[config.mk]
export PLATFORM = sky130hd
export DESIGN_NAME = serial_magnitude_comparator
export DESIGN_NICKNAME = d
export VERILOG_FILES = /design/src/rtl/cmp_pkg.sv /design/src/rtl/bcs_cell.sv /design/src/rtl/serial_magnitude_comparator.sv
export SDC_FILE = /design/constraint.sdc
export NUM_CORES = 1
export LEC_CHECK = 0
export BUFFER_PORTS_ARGS = -buffer_cell sky130_fd_sc_hd__buf_4
export CAP_MARGIN = 0
export CORE_MARGIN = 4
export CORE_UTILIZATION = 45
export CTS_BUF_LIST = sky130_fd_sc_hd__clkbuf_8
export CTS_CLUSTER_DIAMETER = 60
export DETAILED_ROUTE_END_ITERATION = 10
export GPL_TIMING_DRIVEN = 0
export PLACE_DENSITY = 0.75
export SLEW_MARGIN = 25
export SYNTH_ARGS = -nofsm -noshare
export SYNTH_HDL_FRONTEND = slang
export SYNTH_SLANG_ARGS = --single-unit
[constraint.sdc]
create_clock -name clk -period 1.54 [get_ports clk]
set_input_delay 0.077 -clock clk [delete_from_list [all_inputs] [get_ports clk]]
set_output_delay 0.077 -clock clk [all_outputs]
set_load 0.05 [all_outputs]
[src/rtl/cmp_pkg.sv]
// Shared constants for the bit-serial magnitude comparator: FSM encoding and
// the initial values of the running equal/greater flags.
package cmp_pkg;

  localparam logic [1:0] ST_IDLE    = 2'd0;
  localparam logic [1:0] ST_COMPARE = 2'd1;
  localparam logic [1:0] ST_DONE    = 2'd2;

  localparam logic E_INIT = 1'b1;
  localparam logic G_INIT = 1'b0;

  typedef enum logic [1:0] {
    IDLE    = ST_IDLE,
    COMPARE = ST_COMPARE,
    DONE    = ST_DONE
  } cmp_state_t;

endpackage

[src/rtl/bcs_cell.sv]
// One bit-comparator slice: folds one operand bit pair into the running
// equal/greater flags, processed MSB first.
module bcs_cell (
  input  logic a1,
  input  logic b1,
  input  logic e0,
  input  logic g0,
  output logic e1,
  output logic g1
);

  // Once a higher bit has differed (e0=0), g0 is final and lower bits are masked.
  assign e1 = e0 & ~(a1 ^ b1);
  assign g1 = g0 | (e0 & a1 & ~b1);

endmodule

[src/rtl/serial_magnitude_comparator.sv]
// WIDTH-bit unsigned magnitude comparator evaluated one bit per clock through a
// single bcs_cell, with a start/busy/done handshake and held eq/gt/lt results.
module serial_magnitude_comparator
  import cmp_pkg::*;
#(
  parameter int WIDTH = 8
) (
  input  logic             clk,
  input  logic             reset,
  input  logic             start,
  input  logic [WIDTH-1:0] a,
  input  logic [WIDTH-1:0] b,
  output logic             busy,
  output logic             done,
  output logic             eq,
  output logic             gt,
  output logic             lt
);

  localparam int CNT_W = $clog2(WIDTH);

  cmp_state_t       state, state_nxt;
  logic [WIDTH-1:0] a_reg, b_reg;
  logic             e_reg, g_reg;
  logic [CNT_W-1:0] idx;
  logic             bit_a, bit_b;
  logic             e_nxt, g_nxt;
  logic             accept;
  logic             last_bit;

  assign bit_a    = a_reg[idx];
  assign bit_b    = b_reg[idx];
  assign last_bit = (idx == '0);

  // The DONE cycle can launch the next request so that a held start yields
  // one result every WIDTH+1 cycles.
  assign accept = start && ((state == IDLE) || (state == DONE));

  bcs_cell u_bcs (
    .a1 (bit_a),
    .b1 (bit_b),
    .e0 (e_reg),
    .g0 (g_reg),
    .e1 (e_nxt),
    .g1 (g_nxt)
  );

  always_comb begin
    state_nxt = state;
    case (state)
      IDLE:    if (accept) state_nxt = COMPARE;
      COMPARE: if (last_bit) state_nxt = DONE;
      DONE:    state_nxt = accept ? COMPARE : IDLE;
      default: state_nxt = IDLE;
    endcase
  end

  always_ff @(posedge clk or posedge reset) begin
    if (reset) begin
      state <= IDLE;
    end else begin
      state <= state_nxt;
    end
  end

  always_ff @(posedge clk or posedge reset) begin
    if (reset) begin
      a_reg <= '0;
      b_reg <= '0;
      e_reg <= E_INIT;
      g_reg <= G_INIT;
      idx   <= '0;
      eq    <= 1'b0;
      gt    <= 1'b0;
      lt    <= 1'b0;
    end else if (accept) begin
      a_reg <= a;
      b_reg <= b;
      e_reg <= E_INIT;
      g_reg <= G_INIT;
      idx   <= CNT_W'(WIDTH - 1);
    end else if (state == COMPARE) begin
      e_reg <= e_nxt;
      g_reg <= g_nxt;
      idx   <= idx - CNT_W'(1);
      // Results are taken from the slice so bit 0 is included in this edge.
      if (last_bit) begin
        eq <= e_nxt;
        gt <= g_nxt;
        lt <= ~e_nxt & ~g_nxt;
      end
    end
  end

  assign busy = (state == COMPARE);
  assign done = (state == DONE);

endmodule
==> metrics.cfg <==
[timing]
period_needed_ns=1.67
tightestPinTransition_ns=0.540
hold_violations=0
whs_ns=0.00712
period_share=1.08
fmax_mhz=600
setup_viol=5
skew_ns=0.00561
timing.max_slew.rel_slack=0.639
rsz0062_at_grt=yes
finalWorstSetupSlack_ns=-0.126
slew_violations=0

[detailed_routing]
routed_wl_um=2550
drt-initial-drc-count=13
route.detailed.drc=0
ant_nets=0
drt_pass1_iterations=4
vias=947
wl_per_cell_um=13.3
viasPerCell=4.93

[yosys]
avgSynthCellArea_um2=9.91
synth_top_area_share=0.526
synth_cell_type_count=22
synthCells=120
ys_seq_area_frac=0.548
netlist_area_um2=1190
synth_top_area_cell=dfrtp_1
synth_area_leaders=dfrtp_1 53%, nand2_1 16%, mux4_1 8.8%
synth_warnings=0
ys_seq_elements=26
syn_nets=141

[final_layout]
post-route-util=0.651
antennaDiodeCount=0
final_cell_mix=52 x nand2_1, 25 x dfrtp_1, 24 x buf_4
final_common_cell=nand2_1
stdcell_count=192
syn2layout_area_growth_pct=36.9
nets=184
drive_gt1_frac=0.265

[power]
p_leak_nw=0.829
p_per_area_nw_per_um2=2000
ir_drop_mv=1.53

[setup_path]
critical_path.startpoint=idx[0]
cp_max_fo=6
r2r-end=eq
crit_path_start_kind=register
r2r_setup_slack_ns=-0.13
crit_end=eq
reg2reg_depth=5
reg2reg_from=idx[0]
arrival_ns=1.82
critPathRequiredTime_ns=1.69
criticalPathCategory=reg2reg
critPathCaptureType=register

[clock_tree]
clockBufferDepth=2
path_clk_slew_ns=0.08
cts_made_buffers=3
clock_sinks=26
clk_latency_ns=0.27
h-tree-depth=1
cts-root-buf=clkbuf_8
cts_tree=yes

[worst_hold_path]
worstHoldPathType=in2reg

[floorplan]
pin_count=24
initial_core_util=0.475
dieArea_um2=3530
core.rowCount=18
core-area_um2=2500
die_h_um=59.4
fp.dieW_um=59.4

[flow_run]
cap_violations=0

[global_route]
use_met2=0.287
gr-usage-all-layers=0.164
grt-ovfl-total=0
grt_max_degree=27
antenna_found_initial=0
grt_first_pass_wirelength_um=4330
gr-max-usage-layer=met2
met3_usage=0.0305
grt_pass1_vias=978
gr-usage-met1=0.205

[placed_design]
hpwl_um=1640
dpl.cell_count=173
place.gp.congestion=0.756
portBuffers=23

[run_status]
violations=setup timing
status=finished with violations

how the worst min path moves through the flow:
stage               end  start  slack (ns)  cells after the start
2_1_floorplan  a_reg[0]  reset        0.12                      1
3_3_place_gp   b_reg[4]   b[4]        0.27                      3
3_5_place_dp   b_reg[7]   b[7]        0.27                      3
4_1_cts        a_reg[3]   a[3]       0.003                      3
5_1_grt        b_reg[6]   b[6]     0.00007                      3
6_report       a_reg[3]   a[3]       0.007                      3
metrics by stage:
stage	total power, mW	worst slack, ns	setup TNS [ns]	cell area (um2)
2_1_floorplan	2.28	-0.0292	-0.0725	1180
5_1_grt	3.47	-0.207	-0.863	1630
4_1_cts	3.23	-0.120	-0.439	1620
6_report	3.25	-0.126	-0.456	1630
3_3_place_gp	2.57	-0.0961	-0.330	1400
3_5_place_dp	2.63	-0.115	-0.844	1400
cells in the mapped netlist:
cell type / instances
nor2b_1: 3
ha_1: 2
nand2_1: 52
nor3_1: 2
and3_1: 1
clkbuf_1: 4
o21ai_1: 1
xnor2_1: 1
dfstp_2: 1
a21oi_1: 5
clkinv_1: 1
o21ai_0: 4
a22o_2: 1
mux2i_4: 1
nand3_1: 1
nand2b_1: 2
buf_6: 1
nor2_1: 3
dfrtp_1: 25
inv_1: 4
mux2_2: 1
mux4_1: 4
layout make-up:
class | count | area [um2]
buffer | 4 | 26.3
clock buffer | 3 | 41.3
clock inverter | 1 | 30.0
fill | 197 | 872
inverter | 5 | 18.8
multi-input combinational | 84 | 492
sequential | 26 | 652
tap | 30 | 37.5
timing repair buffer | 39 | 330
cell families after synthesis:
logic type | share of synthesized area
buf+inv | 0.0379
compound gates | 0.0505
mux | 0.117
xor+xnor | 0.00737
simple gates | 0.218
flops | 0.548
fa+ha+maj | 0.0210
metal layers:
| layer | wire, um | part of all wire |
|---|---|---|
| met1 | 1080 | 0.42 |
| met2 | 1310 | 0.52 |
| met3 | 143 | 0.056 |
| met4 | 7 | 0.0028 |
| met5 | 0 | 0 |
power by group:
| group | internal [mW] | switching, mW |
|---|---|---|
| registers | 0.999 | 0.179 |
| clock network | 0.348 | 0.206 |
| logic | 0.694 | 0.826 |
repair_timing:
item / CTS / global route
hold buffers: 14 / 1
pin swaps: 1 / 0
endpoints found under the hold margin: 14 / 25
setup endpoints to repair: 17 / 16
setup buffers: 1 / 0
resized for setup: 3 / 3
critical path, stage by stage, from the launching register on:
cell     delay (ns)
dfrtp_1        0.35
buf_6          0.13
mux4_2         0.52
mux2_4         0.30
xnor2_2        0.17
o21ai_1        0.08
Power figures use the tool's default switching activity.
